==> config.mk <==
export PLATFORM = sky130hd
export DESIGN_NAME = dmem_responder
export DESIGN_NICKNAME = d
export VERILOG_FILES = /design/src/rtl/dmem_responder.sv
export SDC_FILE = /design/constraint.sdc
export NUM_CORES = 2
export LEC_CHECK = 0
export CAP_MARGIN = 0
export CORE_AREA = 10 10 417 419
export DETAILED_ROUTE_END_ITERATION = 10
export DIE_AREA = 0 0 427 429
export GPL_ROUTABILITY_DRIVEN = 0
export PLACE_DENSITY = 0.73
export SYNTH_ARGS = -nofsm -noshare
export SYNTH_HDL_FRONTEND = slang
export SYNTH_SLANG_ARGS = --single-unit
==> constraint.sdc <==
create_clock -name CLK -period 71.6 [get_ports CLK]
set_input_delay 14.32 -clock CLK [delete_from_list [all_inputs] [get_ports CLK]]
set_output_delay 14.32 -clock CLK [all_outputs]
set_load 0.05 [all_outputs]
==> src/rtl/dmem_responder.sv <==
// dmem_responder: MEM-stage data memory. With WAIT_CYCLES=N, each access takes N stalled cycles plus one RESP cycle; with N=0 it is combinational.
// MemStallM freezes the core while an access is pending. Defining DMEM_POSTED_WRITE_EN makes stores non-stalling.
module dmem_responder #(
  parameter int width       = 32,
  parameter int DEPTH       = 64,
  parameter int WAIT_CYCLES = 2
) (
  input  logic             CLK,
  input  logic             RST,
  input  logic             MemToRegM,
  input  logic             MemWriteM,
  input  logic [width-1:0] ALUOutM,
  input  logic [width-1:0] WriteDataM,
  output logic [width-1:0] ReadDataM,
  output logic             MemStallM,
  output logic [15:0]      testVal
);
  localparam int         AW       = $clog2(DEPTH);
  localparam logic [3:0] LAST_CNT = 4'(WAIT_CYCLES - 1);
`ifdef DMEM_POSTED_WRITE_EN
  localparam bit POSTED = 1'b1;
`else
  localparam bit POSTED = 1'b0;
`endif

  typedef enum logic [1:0] {S_IDLE, S_WAIT, S_RESP} state_t;

  state_t           state_q, state_d;
  logic [3:0]       cnt_q, cnt_d;
  logic [AW-1:0]    idx_q, idx_d;
  logic [width-1:0] wdat_q, wdat_d;
  logic             st_q, st_d;
  logic [width-1:0] rdat_q, rdat_d;
  logic [width-1:0] mem_q [DEPTH];

  logic [AW-1:0]    idx_in;
  logic             req;
  logic             stall;
  logic             wr_en;
  logic [AW-1:0]    wr_idx;
  logic [width-1:0] wr_dat;
  logic             unused_addr_bits;

  assign idx_in           = ALUOutM[AW+1:2];
  assign req              = MemToRegM | MemWriteM;
  assign unused_addr_bits = ^{ALUOutM[width-1:AW+2], ALUOutM[1:0]};

  always_comb begin
    state_d = state_q;
    cnt_d   = cnt_q;
    idx_d   = idx_q;
    wdat_d  = wdat_q;
    st_d    = st_q;
    rdat_d  = rdat_q;
    stall   = 1'b0;
    wr_en   = 1'b0;
    wr_idx  = idx_q;
    wr_dat  = wdat_q;
    unique case (state_q)
      S_IDLE: begin
        wr_idx = idx_in;
        wr_dat = WriteDataM;
        if (req) begin
          if (WAIT_CYCLES == 0 || (POSTED && MemWriteM)) begin
            wr_en = MemWriteM;
          end else begin
            idx_d  = idx_in;
            wdat_d = WriteDataM;
            st_d   = MemWriteM;
            cnt_d  = 4'd1;
            stall  = 1'b1;
            if (WAIT_CYCLES == 1) begin
              // Single wait state: the edge leaving IDLE is already the commit edge.
              state_d = S_RESP;
              wr_en   = MemWriteM;
              if (!MemWriteM) rdat_d = mem_q[idx_in];
            end else begin
              state_d = S_WAIT;
            end
          end
        end
      end
      S_WAIT: begin
        stall = 1'b1;
        cnt_d = cnt_q + 4'd1;
        if (cnt_q == LAST_CNT) begin
          state_d = S_RESP;
          wr_en   = st_q;
          if (!st_q) rdat_d = mem_q[idx_q];
        end
      end
      S_RESP: begin
        state_d = S_IDLE;
        cnt_d   = 4'd0;
      end
      default: state_d = S_IDLE;
    endcase
  end

  always_ff @(posedge CLK or posedge RST) begin
    if (RST) begin
      state_q <= S_IDLE;
      cnt_q   <= 4'd0;
      idx_q   <= '0;
      wdat_q  <= '0;
      st_q    <= 1'b0;
      rdat_q  <= '0;
    end else begin
      state_q <= state_d;
      cnt_q   <= cnt_d;
      idx_q   <= idx_d;
      wdat_q  <= wdat_d;
      st_q    <= st_d;
      rdat_q  <= rdat_d;
    end
  end

  always_ff @(posedge CLK or posedge RST) begin
    if (RST) begin
      for (int i = 0; i < DEPTH; i++) mem_q[i] <= '0;
    end else if (wr_en) begin
      mem_q[wr_idx] <= wr_dat;
    end
  end

  // The core may still hold a request during reset; the stall must drop at once.
  assign MemStallM = stall & ~RST;
  assign ReadDataM = (WAIT_CYCLES == 0) ? mem_q[idx_in] : rdat_q;
  assign testVal   = mem_q[0][15:0];
endmodule

# Word-level counts from Yosys, hierarchy flattened
# Index checks and enable logic that the tools add are counted.
# Widths: inputs -> output; s select.
# totals
reg_bits	2125
in_bits	68
out_inout_bits	49
word_cells	109
# op_classes
addsub	1
order_cmp	3
n_eq_ne	5
n_mux	17
n_bitwise	6
n_reduce_logical	7
# ops
cell	n
$bwmux 2048	1
$bmux 32 s6	1
$demux 32 s6	1
$mux 32	4
$ge 7x7->1 const B	2
$not 6->7	2
$pmux 4 s3	1
$lt 7x1->1 const B	1
$mux 6	1
$reduce_and 2->1	3
$add 4x1->4 const B	1
$eq 4x1->1 const B	1
$mux 2	2
$mux 4	1
$ne 2x2->1 const B	2
$pmux 2 s2	1
$mux 1	3
$reduce_and 3->1	1
$reduce_bool 3->1	1
$eq 2x1->1 const B	1
$eq 2x2->1 const B	1
$logic_not 2->1	1
$not 1->1	2
$pmux 1 s2	1
other kinds (3)	3

# Longest topological paths before layout
# depth
ltp_word	8
depth_mapped	12
mapped_depth_nobuf	7

# Worst setup path before layout
# Ideal clock, no wire load.
# synth_timing
path_type	input port to output port
from	in MemWriteM
to	out MemStallM
arrival_ns	15.528
t_required_ns	57.280
slack_ns	41.752
cell_stages	3
n_path_buf	1
cell_sequence	o21ai_1 > clkbuf_1 > a21oi_1
# synth_via
elab_chain_len	4
# synth_lines
element	line_no	text
from (decl)	11	input logic MemWriteM,
$or 1x1->1	45	assign req = MemToRegM | MemWriteM;
$mux 1	63	if (req) begin
$pmux 1 s2	59	unique case (state_q)
$and 1x1->1	127	assign MemStallM = stall & ~RST;
to (decl)	15	output logic MemStallM,
# Every way passes these cells.

# Worst setup path in the final report
# Same ends and word-level chain as after synthesis.

==> qor.yml <==
outcome:
  status: "complete, no violations"
sta:
  period_share_pct: 42.3
  skew_ns: 0.0220
  slew-limit-headroom_pct: 13.2
  setup_ws_ns: 41.30
  tightest_slew_ns: 1.27
  finalCriticalPeriod_ns: 30.30
  finalSetupViolations: 0
  hold_violations: 0
  setup_tns_ns: 0
  slew_viol_final: 0
  rsz0062_at_grt: "no"
  fin_hold_ws_ns: 0.518
  max_freq_mhz: 33.0
routing:
  vias: 66200
  wl_um: 248000
  drtIter0Drc: 6410
  via_per_inst: 6.18
  dr.pass1.iters: 6
  antenna_left: 0
  wl_per_cell_um: 23.2
  drc_errors: 0
setup_path:
  cp.buffers_inverters: 2
  arrival_ns: 15.98
  cp-start-kind: "input port"
  cp-end-kind: "output pin"
  cp_common_cell: "clkdlybuf4s50_1"
  path_max_fanout: 4
  worstPathCellList: "clkdlybuf4s50_1 > o21ai_4 > a21oi_1 > clkdlybuf4s50_1"
  cp_top_family: "buffers and inverters"
  crit_type: "in -> out"
  cp_slowest_stage_delay_ns: 0.83
  slowest_stage: "clkdlybuf4s50_1"
  cp.required_ns: 57.28
synth:
  synth_xor_xnor_area_share_pct: 0
  ys_ff_latch: 2125
  synth_compound_area_share_pct: 14.2
  syn_inst: 8732
  avgSynthCellArea_um2: 10.7
  syn_nets: 8806
  synthMuxAreaShare_pct: 13.9
  synth_top_family_by_area: "compound AO/OA/AOI/OAI gates"
  synth_seq_area_share_pct: 56.9
  synth_fa_ha_area_share_pct: 0.0803
  yosysWarnings: 0
  synthSimpleGateAreaFrac_pct: 10.8
  netlist_area_um2: 93500
  netlist-cell-type-count: 42
clock_network:
  postCtsHoldBufs: 0
  cts_resized: 0
  htree_num_levels: 4
  cts_sinks: 2125
  cts_tree: "built"
  clk_pin_slew_ns: 0.05
  clockBufferDepth: 3
  cts_root_buffer: "clkbuf_16"
  cts_setup_buffers: 0
  numCtsBuffers: 207
  clkLatencyLatePin_ns: 0.85
power:
  power.density_nw_per_um2: 45.9
  ir_drop_mv: 0.0522
  p_leak_nw: 47.7
  p_total_mw: 4.69
global_routing:
  grt_pass1_wl_um: 387000
  gr-total-overflow: 0
  antenna_found_initial: 3
  grt_pass1_vias: 66500
  grt_max_degree: 186
  grt.total_usage_pct: 26.9
final_layout:
  postLayoutCellArea_um2: 102000
  final_util_pct: 61.6
  drive_gt1_share_pct: 11.1
  final_cells: 10700
  syn_to_final_growth_pct: 9.31
  fillCellCount: 12800
  nets: 8405
placed_design:
  pre_cts_slack_ns: 41.30
  post-dp-hpwl_um: 136000
  placement.cell_area_um2: 95300
  port_buffers: 90
  placed_cells: 10300
min_path:
  hp-class: "reg -> reg"
job:
  max_cap_viol_count: 0
die:
  row_count: 150
  start_util_pct: 56.4
  core_area_um2: 166000
  dieArea_um2: 183000
  pin_count: 117
  die_width_um: 427
  die_h_um: 429
## cell families after synthesis
kind of cell | count (synthesis)
and+or+nand+nor | 2340
adders and majority gates | 6
buffers and inverters | 869
DFF | 2125
muxes | 974
AOI/OAI and AO/OA | 2418
## synthesized netlist by cell type, drive strengths merged
library cell	number	area, µm²
dfrtp	2125	53200
nor2	2056	7720
a21oi	2052	10400
mux2i	677	6790
buf	439	2250
clkbuf	422	1580
a22oi	257	1930
mux4	256	5770
nand3	129	646
a22o	65	569
nor4	48	1020
mux2	41	462
nand4	33	221
a221o	32	320
nor3	32	160
nor4b	16	140
nand2	15	66.3
inv	8	30.0
ha	6	75.1
nor2b	5	31.3
o21ai	4	20.0
a32oi	2	32.5
and2	2	12.5
nand4b	2	32.5
a211oi	1	7.51
a21boi	1	7.51
a2bb2oi	1	8.76
a32o	1	10.0
nand3b	1	7.51
nor3b	1	18.8
o22ai	1	6.26
o2bb2ai	1	8.76
## layer usage
metal	wire, µm	global-route usage [%]	vias up
met4	11100	11.2	4
met5	23	0	-
met1	99900	35.5	33600
met2	120000	44.2	2309
met3	16800	4.38	532
li1	-	-	29700
## worst paths after layout
path | from | end | slack, ns | depth (start not counted)
min | mem_q[1226] | mem_q[1226] | 0.52 | 2
max reg2reg | idx_q[2] | ReadDataM[18] | 66.51 | 8
min reg2reg | mem_q[1226] | mem_q[1226] | 0.52 | 2
max in group asynchronous | RST | wdat_q[16] | 51.77 | 8
min in group asynchronous | RST | ReadDataM[7] | 13.96 | 2
max | MemWriteM | MemStallM | 41.30 | 4
## layout make-up
cell class | instances | area, µm² | area share, %
sequential | 2125 | 53200 | 52.0
multi-input combinational | 5738 | 37100 | 36.3
clock buffer | 293 | 5990 | 5.86
tap | 2204 | 2760 | 2.70
timing repair buffer | 251 | 2230 | 2.19
clock inverter | 83 | 940 | 0.919
inverter | 8 | 36.3 | 0.0355
antenna | 1 | 2.50 | 0.00245
## state kept, by name, summed over array words and instances, names as in the netlist
signal,count
cnt_q,4
mem_q,2032
st_q,1
idx_q,6
state_q,2
ReadDataM,32
wdat_q,32
testVal,16
## tightest hold or removal path: stages (launching register included)
cell     delay, ns
dfrtp_1       0.34
nor2_1        0.05
a21oi_2       0.08
## power by group
group / leakage [nW] / switching [mW] / internal, mW / total, mW
registers: 29.2 / 0.231 / 1.59 / 1.82
logic: 15.1 / 1.09 / 0.678 / 1.77
clock network: 3.44 / 0.467 / 0.640 / 1.11
total: 47.7 / 1.79 / 2.90 / 4.69
## cells in the final DEF, fill, tap and decap left out, types with 90 or more instances in the layout
| master | instances |
|---|---|
| buf_4 | 151 |
| a21oi_1 | 2024 |
| dfrtp_1 | 2122 |
| mux4_2 | 256 |
| mux2i_1 | 643 |
| clkbuf_16 | 210 |
| clkdlybuf4s50_1 | 90 |
| nor2_1 | 2053 |
| a22oi_1 | 256 |
| nand3_1 | 129 |
Power figures use the tool's default switching activity.
